**src/rtl/uart_frame_responder.sv**
```systemverilog
// UART reply-frame transmitter: byte 0 is a frame counter, the remaining bytes come from a writable payload table.
// Define UART_PARITY_EN to add an even-parity bit (8E1); without it the framing is 8N1.
module uart_frame_responder #(
  parameter int CLK_DIV   = 17,
  parameter int FRAME_LEN = 14,
  parameter int AW        = 6
) (
  input  logic          i_clk80,
  input  logic          i_reset,
  input  logic          i_req,
  input  logic          i_wr_en,
  input  logic [AW-1:0] i_wr_addr,
  input  logic [7:0]    i_wr_data,
  output logic          o_tx,
  output logic          o_busy,
  output logic          o_done,
  output logic          o_req_drop,
  output logic [7:0]    o_frame_cnt
);

  localparam int            TW     = (CLK_DIV > 1) ? $clog2(CLK_DIV) : 1;
  localparam int            DEPTH  = 2 ** AW;
  localparam logic [TW-1:0] T_LAST = TW'(CLK_DIV - 1);
  localparam logic [AW-1:0] I_LAST = AW'(FRAME_LEN - 1);

  typedef enum logic [2:0] {
    S_IDLE,
    S_START,
    S_DATA,
    S_PARITY,
    S_STOP
  } state_t;

  state_t        r_state;
  logic          r_req_sync;
  logic          r_req_q;
  logic [TW-1:0] r_timer;
  logic [2:0]    r_bit;
  logic [AW-1:0] r_idx;
  logic [7:0]    r_data;
  logic          r_tx;
  logic          r_busy;
  logic          r_done;
  logic          r_req_drop;
  logic [7:0]    r_frame_cnt;

  logic [7:0]    w_table [DEPTH];
  logic          w_req_rise;
  logic          w_bit_end;
  logic [AW-1:0] w_next_idx;

  // Only addresses 1..FRAME_LEN-1 hold storage; the rest read as zero and ignore writes.
  genvar gi;
  generate
    for (gi = 0; gi < DEPTH; gi++) begin : g_table
      if (gi >= 1 && gi < FRAME_LEN) begin : g_reg
        logic [7:0] r_byte;
        always_ff @(posedge i_clk80 or posedge i_reset) begin
          if (i_reset) begin
            r_byte <= 8'd0;
          end else if (i_wr_en && i_wr_addr == AW'(gi)) begin
            r_byte <= i_wr_data;
          end
        end
        assign w_table[gi] = r_byte;
      end else begin : g_zero
        assign w_table[gi] = 8'd0;
      end
    end
  endgenerate

  always_ff @(posedge i_clk80 or posedge i_reset) begin
    if (i_reset) begin
      r_req_sync <= 1'b0;
      r_req_q    <= 1'b0;
    end else begin
      r_req_sync <= i_req;
      r_req_q    <= r_req_sync;
    end
  end

  assign w_req_rise = r_req_sync & ~r_req_q;
  assign w_bit_end  = (r_timer == T_LAST);
  assign w_next_idx = r_idx + AW'(1);

  always_ff @(posedge i_clk80 or posedge i_reset) begin
    if (i_reset) begin
      r_state     <= S_IDLE;
      r_timer     <= '0;
      r_bit       <= 3'd0;
      r_idx       <= '0;
      r_data      <= 8'd0;
      r_tx        <= 1'b1;
      r_busy      <= 1'b0;
      r_done      <= 1'b0;
      r_req_drop  <= 1'b0;
      r_frame_cnt <= 8'd0;
    end else begin
      r_done     <= 1'b0;
      r_req_drop <= 1'b0;
      // The done cycle still counts as busy for request acceptance.
      if (w_req_rise && (r_state != S_IDLE || r_done)) begin
        r_req_drop <= 1'b1;
      end
      case (r_state)
        S_IDLE: begin
          if (w_req_rise && !r_done) begin
            r_data  <= r_frame_cnt;
            r_idx   <= '0;
            r_timer <= '0;
            r_tx    <= 1'b0;
            r_busy  <= 1'b1;
            r_state <= S_START;
          end
        end
        S_START: begin
          if (w_bit_end) begin
            r_timer <= '0;
            r_bit   <= 3'd0;
            r_tx    <= r_data[0];
            r_state <= S_DATA;
          end else begin
            r_timer <= r_timer + TW'(1);
          end
        end
        S_DATA: begin
          if (w_bit_end) begin
            r_timer <= '0;
            if (r_bit == 3'd7) begin
`ifdef UART_PARITY_EN
              r_tx    <= ^r_data;
              r_state <= S_PARITY;
`else
              r_tx    <= 1'b1;
              r_state <= S_STOP;
`endif
            end else begin
              r_bit <= r_bit + 3'd1;
              r_tx  <= r_data[r_bit + 3'd1];
            end
          end else begin
            r_timer <= r_timer + TW'(1);
          end
        end
`ifdef UART_PARITY_EN
        S_PARITY: begin
          if (w_bit_end) begin
            r_timer <= '0;
            r_tx    <= 1'b1;
            r_state <= S_STOP;
          end else begin
            r_timer <= r_timer + TW'(1);
          end
        end
`endif
        S_STOP: begin
          if (w_bit_end) begin
            r_timer <= '0;
            // Next byte is sampled from the table only now, so late writes still land in this frame.
            if (r_idx != I_LAST) begin
              r_idx   <= w_next_idx;
              r_data  <= w_table[w_next_idx];
              r_tx    <= 1'b0;
              r_state <= S_START;
            end else begin
              r_busy      <= 1'b0;
              r_done      <= 1'b1;
              r_frame_cnt <= r_frame_cnt + 8'd1;
              r_state     <= S_IDLE;
            end
          end else begin
            r_timer <= r_timer + TW'(1);
          end
        end
        default: r_state <= S_IDLE;
      endcase
    end
  end

  assign o_tx        = r_tx;
  assign o_busy      = r_busy;
  assign o_done      = r_done;
  assign o_req_drop  = r_req_drop;
  assign o_frame_cnt = r_frame_cnt;

endmodule

```
**config.mk**
```make
export PLATFORM = sky130hd
export DESIGN_NAME = uart_frame_responder
export DESIGN_NICKNAME = d
export VERILOG_FILES = /design/src/rtl/uart_frame_responder.sv
export SDC_FILE = /design/constraint.sdc
export NUM_CORES = 1
export LEC_CHECK = 0
export ABC_AREA = 1
export CAP_MARGIN = 5
export CORE_ASPECT_RATIO = 0.7
export CORE_MARGIN = 2
export CORE_UTILIZATION = 45
export DETAILED_ROUTE_END_ITERATION = 8
export SYNTH_ARGS = -nofsm -noshare
export SYNTH_HDL_FRONTEND = slang
export SYNTH_SLANG_ARGS = --single-unit
export TNS_END_PERCENT = 20
```
**constraint.sdc**
```tcl
create_clock -name i_clk80 -period 7.85 [get_ports i_clk80]
set_clock_uncertainty 0.15 [all_clocks]
set_input_delay 1.9625 -clock i_clk80 [delete_from_list [all_inputs] [get_ports i_clk80]]
set_output_delay 1.9625 -clock i_clk80 [all_outputs]
set_load 0.02 [all_outputs]
```
==> flow_summary.yaml <==
status:
  status: "completed"
detailed_routing:
  via_count: 5880
  drc: 0
  first_iter_violations: 499
  wire_per_inst_microns: 15.0
  ant_nets: 0
  firstDrtPassIters: 5
  wirelength_mm: 17.8
  vias_per_cell: 4.95
final_layout:
  layout_commonest_cell: "nand2_1"
  nFillCells: 1577
  area_growth_pct: 12.6
  drive_gt1_frac: 0.0894
  antenna_cells: 0
  stdcell_area_sq_um: 8260
  layout.nets: 974
  final_cell_mix: "nand2_1, dfrtp_1, o21ai_0"
global_routing:
  grt_pass1_vias: 5403
  globalRouteOverflowTotal: 0
  antenna_found_initial: 0
  grt_usage: 0.220
  grt_max_degree: 93
  grt_pass1_wl_mm: 29.3
clocking:
  cts_root_buf: "clkbuf_16"
  htree_levels: 4
  cts_tree: "yes"
  path_clk_slew_ns: 0.06
  cts_resized: 0
  clk_path_buf_depth: 2
  cts_made_buffers: 17
  clock_sinks: 143
  hold_buffers: 0
  cts_setup_buffers: 0
  clkLatencyLatePin_ns: 0.43
synthesis:
  syn_inst: 941
  yosysSeqAreaShare: 0.488
  ys_seq_elements: 143
  avgSynthCellArea_sq_um: 7.80
  ys_warn_count: 0
  netlist_area_sq_um: 7340
  synth_top_cell_area_share: 0.484
  ys_types: 34
  synth_top_area_cell: "dfrtp_1"
  synth.area.top_cells: "dfrtp_1, nand2_1, o21ai_0"
  synth_nets: 966
critical_path:
  worstPathArrival_ns: 1.56
  path_delay_family: "buffers and inverters"
  path_cells: "clkdlybuf4s50_1"
  r2r_slack_ns: 4.74
  crit_type: "reg -> out"
  crit_fanout: 2
  slowest_delay_ns: 0.60
  startpoint_type: "flop"
  r2r_start: "r_idx[1]"
  crit_path_end_kind: "output port"
  cp_slowest_cell: "clkdlybuf4s50_1"
  r2r_cells: 10
  required_ns: 5.74
  crit_start: "o_tx"
  critPathBufInv: 1
  r2r_end: "r_data[2]"
place:
  dpl_cell_area_sq_um: 7650
  numPortBuffers: 29
  dp_hpwl_mm: 11.3
  place.gp.congestion: 0.828
hold_path:
  whs_endpoint: "r_req_q"
  hp-class: "reg -> reg"
  holdPathStages: 0
  hp-start: "r_req_sync"
sta:
  tns_ns: 0
  period_needed_ns: 3.67
  max_freq_ghz: 0.272
  drv_slew: 0
  hold_viol_final: 0
  min_period_over_period: 0.468
  setup_violations: 0
  worstMarginPinSlew_ns: 0.841
  slew_headroom: 0.439
  rsz0062_at_grt: "false"
floorplanning:
  dieHeight_microns: 111
  core_sq_um: 16200
  placementRows: 39
  fp.dieW_microns: 157
  start_util: 0.454
  fp.dieArea_sq_um: 17400
  io_pins: 30
power:
  vdd_drop_max_uv: 156
  powerDensity_nw_per_um2: 293
  p_leak_uw: 0.00399
  p_total_uw: 2420
job:
  drv_cap: 0
-- kinds of logic after synthesis --
| group | Yosys count | synth area share |
|---|---|---|
| compound gates | 140 | 0.102 |
| fa+ha+maj | 7 | 0.0119 |
| flops | 143 | 0.488 |
| buf+inv | 158 | 0.0979 |
| xor+xnor | 10 | 0.0119 |
| simple gates | 483 | 0.289 |
-- stage by stage --
step | util | instances | worst slack, ns | hold WS [ns]
3_3_place_gp | 0.474 | 1155 | 3.86 | 0.210
6_report | 0.512 | 1187 | 4.18 | 0.223
4_1_cts | 0.512 | 1187 | 4.16 | 0.226
5_1_grt | 0.512 | 1187 | 4.12 | 0.230
2_1_floorplan | - | 941 | 1.90 | 0.204
3_5_place_dp | 0.474 | 1155 | 3.85 | 0.213
-- routing by layer --
metal,GRT usage,wire [microns],up-vias
li1,-,-,2981
met1,0.349,9350,2764
met2,0.307,7290,124
met3,0.0532,980,11
met4,0.0410,134,0
met5,0,0,-
-- registers in the layout, summed over array words and instances, names as in the netlist --
register              flops
g_table.g_reg.r_byte    104
r_timer                   5
r_data                    8
o_tx                      1
r_bit                     3
r_req_sync                1
r_idx                     6
o_busy                    1
r_req_q                   1
o_done                    1
o_req_drop                1
o_frame_cnt               8
r_state                   3
-- power breakdown --
part	total [uW]	internal, uW	switching, uW
clock network	840	524	316
registers	934	857	76.8
logic	645	211	434
total	2420	1590	827
-- cells in the mapped netlist (all sizes together) --
master and number:
o31ai 1, nand2 310, dfrtp 142, nand3b 1, ha 7, a21oi 10
clkbuf 8, o21ai 127, xor2 9, buf 34, nand4 5, nand3 89
nor2 73, o32ai 1, nor3 5, o22ai 1, inv 116, xnor2 1
dfstp 1
-- worst max path at each step --
| stage | end | slack (ns) | cells after the start |
|---|---|---|---|
| after global routing | g_table[1].g_reg.r_byte[4] | 4.12 | 3 |
| after detailed placement | g_table[3].g_reg.r_byte[2] | 3.85 | 3 |
| final | o_tx | 4.18 | 1 |
| after floorplan | g_table[10].g_reg.r_byte[0] | 1.90 | 1 |
| after CTS | o_tx | 4.16 | 1 |
| after global placement | g_table[3].g_reg.r_byte[2] | 3.86 | 3 |
-- cell type report --
class / count / area (sq um) / area share
Inverter: 116 / 443 / 0.0536
Sequential cell: 143 / 3580 / 0.433
Multi-Input combinational cell: 640 / 3040 / 0.368
Timing Repair Buffer: 31 / 305 / 0.0370
Clock buffer: 22 / 474 / 0.0574
Clock inverter: 10 / 135 / 0.0164
Tap cell: 225 / 282 / 0.0341
(Power assumes the default switching activity.)
